==> config.mk <==
export PLATFORM = sky130hd
export DESIGN_NAME = led_ctrl
export DESIGN_NICKNAME = d
export VERILOG_FILES = /design/src/rtl/led_ctrl_pkg.sv /design/src/rtl/led_tick_gen.sv /design/src/rtl/led_ctrl.sv
export SDC_FILE = /design/constraint.sdc
export NUM_CORES = 1
export LEC_CHECK = 0
export BUFFER_PORTS_ARGS = -buffer_cell sky130_fd_sc_hd__buf_2
export CAP_MARGIN = 20
export CORE_MARGIN = 1.5
export CORE_UTILIZATION = 58
export DETAILED_ROUTE_END_ITERATION = 8
export PLACE_DENSITY = 0.79
export SETUP_SLACK_MARGIN = 0.2
export SYNTH_ARGS = -nofsm -noshare
export SYNTH_HDL_FRONTEND = slang
export SYNTH_SLANG_ARGS = --single-unit
==> constraint.sdc <==
create_clock -name clk -period 3.9 [get_ports clk]
set_input_delay 0.39 -clock clk [delete_from_list [all_inputs] [get_ports clk]]
set_output_delay 0.39 -clock clk [all_outputs]
set_load 0.01 [all_outputs]
==> src/rtl/led_ctrl_pkg.sv <==
// Shared codes, reset constants and pattern helpers for the LED pattern engine.
package led_ctrl_pkg;

    typedef enum logic [3:0] {
        MODE_OFF   = 4'd0,
        MODE_ON    = 4'd1,
        MODE_RUN_L = 4'd2,
        MODE_RUN_R = 4'd3,
        MODE_BLINK = 4'd4,
        MODE_COUNT = 4'd5
    } led_mode_e;

    typedef enum logic [3:0] {
        UNIT_US = 4'd0,
        UNIT_MS = 4'd1,
        UNIT_S  = 4'd2
    } time_unit_e;

    localparam logic [7:0] CFG_NUM_RST  = 8'd3;
    localparam logic [3:0] CFG_UNIT_RST = 4'd1;

    function automatic logic unit_valid(input logic [3:0] unit);
        return (unit == UNIT_US) || (unit == UNIT_MS) || (unit == UNIT_S);
    endfunction

    function automatic logic [3:0] led_init(input logic [3:0] mode);
        logic [3:0] value;
        value = 4'b0000;
        case (mode)
            MODE_ON:    value = 4'b1111;
            MODE_RUN_L: value = 4'b0001;
            MODE_RUN_R: value = 4'b1000;
            MODE_BLINK: value = 4'b1111;
            default:    value = 4'b0000;
        endcase
        return value;
    endfunction

    function automatic logic [3:0] led_next(input logic [3:0] mode, input logic [3:0] cur);
        logic [3:0] value;
        value = 4'b0000;
        case (mode)
            MODE_ON:    value = 4'b1111;
            MODE_RUN_L: value = {cur[2:0], cur[3]};
            MODE_RUN_R: value = {cur[0], cur[3:1]};
            MODE_BLINK: value = ~cur;
            MODE_COUNT: value = cur + 4'd1;
            default:    value = 4'b0000;
        endcase
        return value;
    endfunction

endpackage

==> src/rtl/led_tick_gen.sv <==
// Base time tick chain: cycle counter -> us, two UNIT_SCALE prescalers -> ms, s.
module led_tick_gen
    import led_ctrl_pkg::*;
#(
    parameter int TICKS_PER_US = 50,
    parameter int UNIT_SCALE   = 1000
) (
    input  logic       clk,
    input  logic       reset,
    input  logic       clear,
    input  logic [3:0] unit,
    output logic       unit_tick
);

    localparam int CYC_W = (TICKS_PER_US > 1) ? $clog2(TICKS_PER_US) : 1;
    localparam int SCL_W = (UNIT_SCALE > 1) ? $clog2(UNIT_SCALE) : 1;
    localparam logic [CYC_W-1:0] CYC_LAST = CYC_W'(TICKS_PER_US - 1);
    localparam logic [SCL_W-1:0] SCL_LAST = SCL_W'(UNIT_SCALE - 1);

    logic [CYC_W-1:0] cyc_cnt_reg;
    // ticks[0] = us, ticks[1] = ms, ticks[2] = s
    logic [2:0]       ticks;

    assign ticks[0] = (cyc_cnt_reg == CYC_LAST);

    always_ff @(posedge clk) begin
        if (!reset || clear) begin
            cyc_cnt_reg <= '0;
        end else if (ticks[0]) begin
            cyc_cnt_reg <= '0;
        end else begin
            cyc_cnt_reg <= cyc_cnt_reg + 1'b1;
        end
    end

    for (genvar gi = 0; gi < 2; gi++) begin : g_prescale
        logic [SCL_W-1:0] cnt_reg;

        assign ticks[gi+1] = ticks[gi] && (cnt_reg == SCL_LAST);

        always_ff @(posedge clk) begin
            if (!reset || clear) begin
                cnt_reg <= '0;
            end else if (ticks[gi]) begin
                cnt_reg <= ticks[gi+1] ? '0 : cnt_reg + 1'b1;
            end
        end
    end

    always_comb begin
        unit_tick = ticks[0];
        case (unit)
            UNIT_MS: unit_tick = ticks[1];
            UNIT_S:  unit_tick = ticks[2];
            default: unit_tick = ticks[0];
        endcase
    end

endmodule

==> src/rtl/led_ctrl.sv <==
// Timed LED pattern engine: config registers, interval counter, pattern
// register and read-response port on top of the led_tick_gen time base.
module led_ctrl
    import led_ctrl_pkg::*;
#(
    parameter int TICKS_PER_US = 50,
    parameter int UNIT_SCALE   = 1000
) (
    input  logic        clk,
    input  logic        reset,
    input  logic        time_control_en,
    input  logic [7:0]  time_num,
    input  logic [3:0]  time_unit,
    input  logic        led_mode_en,
    input  logic [3:0]  led_mode,
    input  logic        rd_led_mode_en,
    input  logic        rd_led_time_en,
    output logic [3:0]  led,
    output logic        rd_valid,
    output logic [15:0] rd_data
);

    logic [7:0]  cfg_num_reg;
    logic [3:0]  cfg_unit_reg;
    logic [3:0]  cfg_mode_reg;
    logic [7:0]  int_cnt_reg;
    logic [3:0]  led_reg;
    logic        rd_valid_reg;
    logic [15:0] rd_data_reg;

    logic        time_ok;
    logic        restart;
    logic [3:0]  mode_next;
    logic [7:0]  int_last;
    logic        unit_tick;
    logic        step;

    assign time_ok   = time_control_en && unit_valid(time_unit);
    assign restart   = time_ok || led_mode_en;
    assign mode_next = led_mode_en ? led_mode : cfg_mode_reg;
    // An interval count of 0 is treated as 1.
    assign int_last  = (cfg_num_reg == 8'd0) ? 8'd0 : cfg_num_reg - 8'd1;
    assign step      = unit_tick && (int_cnt_reg == int_last);

    led_tick_gen #(
        .TICKS_PER_US (TICKS_PER_US),
        .UNIT_SCALE   (UNIT_SCALE)
    ) u_tick_gen (
        .clk       (clk),
        .reset     (reset),
        .clear     (restart),
        .unit      (cfg_unit_reg),
        .unit_tick (unit_tick)
    );

    always_ff @(posedge clk) begin
        if (!reset) begin
            cfg_num_reg  <= CFG_NUM_RST;
            cfg_unit_reg <= CFG_UNIT_RST;
            cfg_mode_reg <= MODE_OFF;
            int_cnt_reg  <= 8'd0;
            led_reg      <= 4'b0000;
        end else begin
            if (time_ok) begin
                cfg_num_reg  <= time_num;
                cfg_unit_reg <= time_unit;
            end
            if (led_mode_en) begin
                cfg_mode_reg <= led_mode;
            end
            // A config write overrides any step landing in the same cycle.
            if (restart) begin
                int_cnt_reg <= 8'd0;
                led_reg     <= led_init(mode_next);
            end else if (step) begin
                int_cnt_reg <= 8'd0;
                led_reg     <= led_next(cfg_mode_reg, led_reg);
            end else if (unit_tick) begin
                int_cnt_reg <= int_cnt_reg + 8'd1;
            end
        end
    end

    // Reads sample the registers before any write in the same cycle lands.
    always_ff @(posedge clk) begin
        if (!reset) begin
            rd_valid_reg <= 1'b0;
            rd_data_reg  <= 16'h0000;
        end else begin
            rd_valid_reg <= rd_led_mode_en || rd_led_time_en;
            if (rd_led_mode_en) begin
                rd_data_reg <= {12'h000, cfg_mode_reg};
            end else if (rd_led_time_en) begin
                rd_data_reg <= {cfg_num_reg, cfg_unit_reg, 4'h0};
            end
        end
    end

    assign led      = led_reg;
    assign rd_valid = rd_valid_reg;
    assign rd_data  = rd_data_reg;

endmodule

==> metrics.yaml <==
grt_usage_pct: 25.26
start_util_pct: 61.42
first_iter_violations: 191
largest_register_ffs: 20
fill_cells: 501
crit_family: "simple AND/OR/NAND/NOR gates"
power.density_nw_per_um2: 391.1
critical_path_required_ns: 4.10
cts.htree.levels: 3
setup_tns_ns: 0
grt_pass1_vias: 3130
drtPass1Iterations: 4
grt_antenna_before_repair: 0
worst-path-buf-inv: 0
wl_um: 8385
tightest_slew_ns: 0.7677
cts_buffer_depth: 2
period_share_pct: 77.72
arrival_ns: 3.23
cap_viol_max_count: 0
post_cts_buffers: 0
drv_slew: 0
outcome: "finished clean"
crit_chain: "ha_1 > or3b_1 > or4_4 > o311a_4 > or2_4 > o31ai_2 > a311oi_1"
critical_path_class: "reg2reg"
synth_edf_count: 0
final_net_count: 503
overflow: 0
worst_slack_ns: 0.8690
fin_skew_ns: 0.007962
avgViaCountPerCell: 5.919
wl_per_cell_um: 15.14
antenna_cells: 0
drc: 0
seq_area_frac_synth_pct: 38.40
final_hold_viol_count: 0
avgSynthCellArea_um2: 8.355
synth_top_area_share_pct: 38.40
ys_ff_latch: 71
synth_ff_type: "dfxtp_1"
port_buffers: 42
dpl.hpwl_um: 5856
yosysWarnings: 0
final-setup-viol-count: 0
crit_slowest_cell: "or4_4"
insertion_delay_ns: 0.36
syn_to_final_growth_pct: 12.51
fmax_ghz: 0.3299
root_buffer: "clkbuf_8"
core_area_um2: 6026
grt_first_pass_wirelength_um: 14370
die_w_um: 82.88
clock-sinks: 71
cts_resized: 0
ctsHoldBuffers: 0
p_leak_nw: 1.590
endpoint_kind: "flip-flop"
place_ws_ns: 0.8958
synth.distinct_cells: 55
drive_gt1_share_pct: 15.24
relSlewSlack_pct: 48.76
grt_max_degree: 23
cts-buffers-inserted: 9
synth_area_um2: 3701
rsz0062_at_grt: "false"
vias: 3279
die_h_um: 82.88
synth_top_area_cell: "dfxtp_1"
synthArstFlopShare_pct: 0
syn_nets: 472
fin_hold_ws_ns: 0.2646
start_kind: "flip-flop"
cts_tree: "yes"
gp_congestion: 0.8016
antenna_left: 0
rows: 28
crit_fanout: 8
io_pins: 43
synthTopCellsByArea: "dfxtp_1 38%, nor2_1 6.9%, xnor2_1 5.4%, mux2i_1 4.9%, nand2_1 4.5%"
hp-class: "in2reg"
synthCells: 443
die-area_um2: 6869
min_period_ns: 3.031
cp_slowest_stage_delay_ns: 0.62
vdd_drop_max_mv: 0.3224
path_clk_slew_ns: 0.08
-- worst min-delay path: cells and delay by family --
family                 cells  cell delay, ns
AND/OR/NAND/NOR            1            0.04
buffers and inverters      1            0.09
AO/OA/AOI/OAI              1            0.05
-- cells by family after synthesis --
family	after synthesis	synth area share (%)
compound gates	70	13.79
xor+xnor	38	8.993
buf+inv	31	3.347
flops	71	38.40
mux	18	4.868
fa+ha+maj	7	2.366
simple gates	208	28.23
-- layout make-up --
cell class | count | area, µm² | area share [%]
Tap cell | 75 | 93.84 | 2.254
Inverter | 7 | 26.28 | 0.6310
Multi-Input combinational cell | 341 | 2156 | 51.77
Clock buffer | 9 | 123.9 | 2.975
Sequential cell | 71 | 1421 | 34.13
Timing Repair Buffer | 44 | 222.7 | 5.349
Clock inverter | 7 | 120.1 | 2.885
-- per-stage QoR --
step | cells | util [%] | cell area, µm² | power (mW)
2_1_floorplan | 443 | - | 3701 | 0.8780
3_3_place_gp | 537 | 64.97 | 3915 | 0.9158
6_report | 554 | 69.10 | 4164 | 1.628
3_5_place_dp | 537 | 64.97 | 3915 | 0.9200
4_1_cts | 553 | 69.02 | 4159 | 1.629
5_1_grt | 554 | 69.10 | 4164 | 1.680
-- final timing paths --
check,from,end,slack [ns],cells after the start
worst max-delay path,u_tick_gen.cyc_cnt_reg[0],led[2],0.87,7
worst min-delay path,time_num[6],cfg_num_reg[6],0.26,3
worst max register to register,u_tick_gen.cyc_cnt_reg[0],led[2],0.87,7
worst min register to register,u_tick_gen.cyc_cnt_reg[0],u_tick_gen.cyc_cnt_reg[0],0.47,1
-- where the power goes --
part	leakage (nW)	internal [mW]	switching, mW	total, mW
Clock	0.120	0.427	0.297	0.723
Combinational	0.895	0.0610	0.0816	0.143
Sequential	0.576	0.739	0.0240	0.763
Total	1.59	1.23	0.402	1.63
-- layer usage --
| layer | vias up | share of wire (%) | global-route usage (%) |
|---|---|---|---|
| met4 | 0 | 1.8 | 11.21 |
| met2 | 83 | 49 | 41.61 |
| met5 | - | 0 | 0 |
| met3 | 12 | 4.9 | 3.777 |
| li1 | 1632 | - | - |
| met1 | 1552 | 45 | 32.81 |
-- cells in the final DEF (no fill, tap or decap), drive strengths merged, types with 8 or more instances in the layout --
cell type / synthesis / layout
a21oi: 23 / 23
buf: 2 / 44
clkbuf: 22 / 9
dfxtp: 71 / 71
inv: 7 / 8
mux2i: 18 / 18
nand2: 44 / 44
nand3: 22 / 22
nand4: 8 / 8
nor2: 68 / 68
nor3: 11 / 11
nor3b: 10 / 10
or3: 8 / 8
xnor2: 23 / 23
xor2: 15 / 15
-- cell usage after synthesis (7+ instances only) --
| master | instances |
|---|---|
| dfxtp_1 | 71 |
| nor2_1 | 68 |
| nand2_1 | 44 |
| a21oi_1 | 23 |
| xnor2_1 | 23 |
| clkbuf_1 | 22 |
| nand3_1 | 22 |
| mux2i_1 | 18 |
| xor2_1 | 15 |
| nor3_1 | 11 |
| nor3b_1 | 10 |
| nand4_1 | 8 |
| or3_1 | 8 |
| ha_1 | 7 |
| inv_1 | 7 |
No activity file was read; power rests on OpenSTA's default activity.
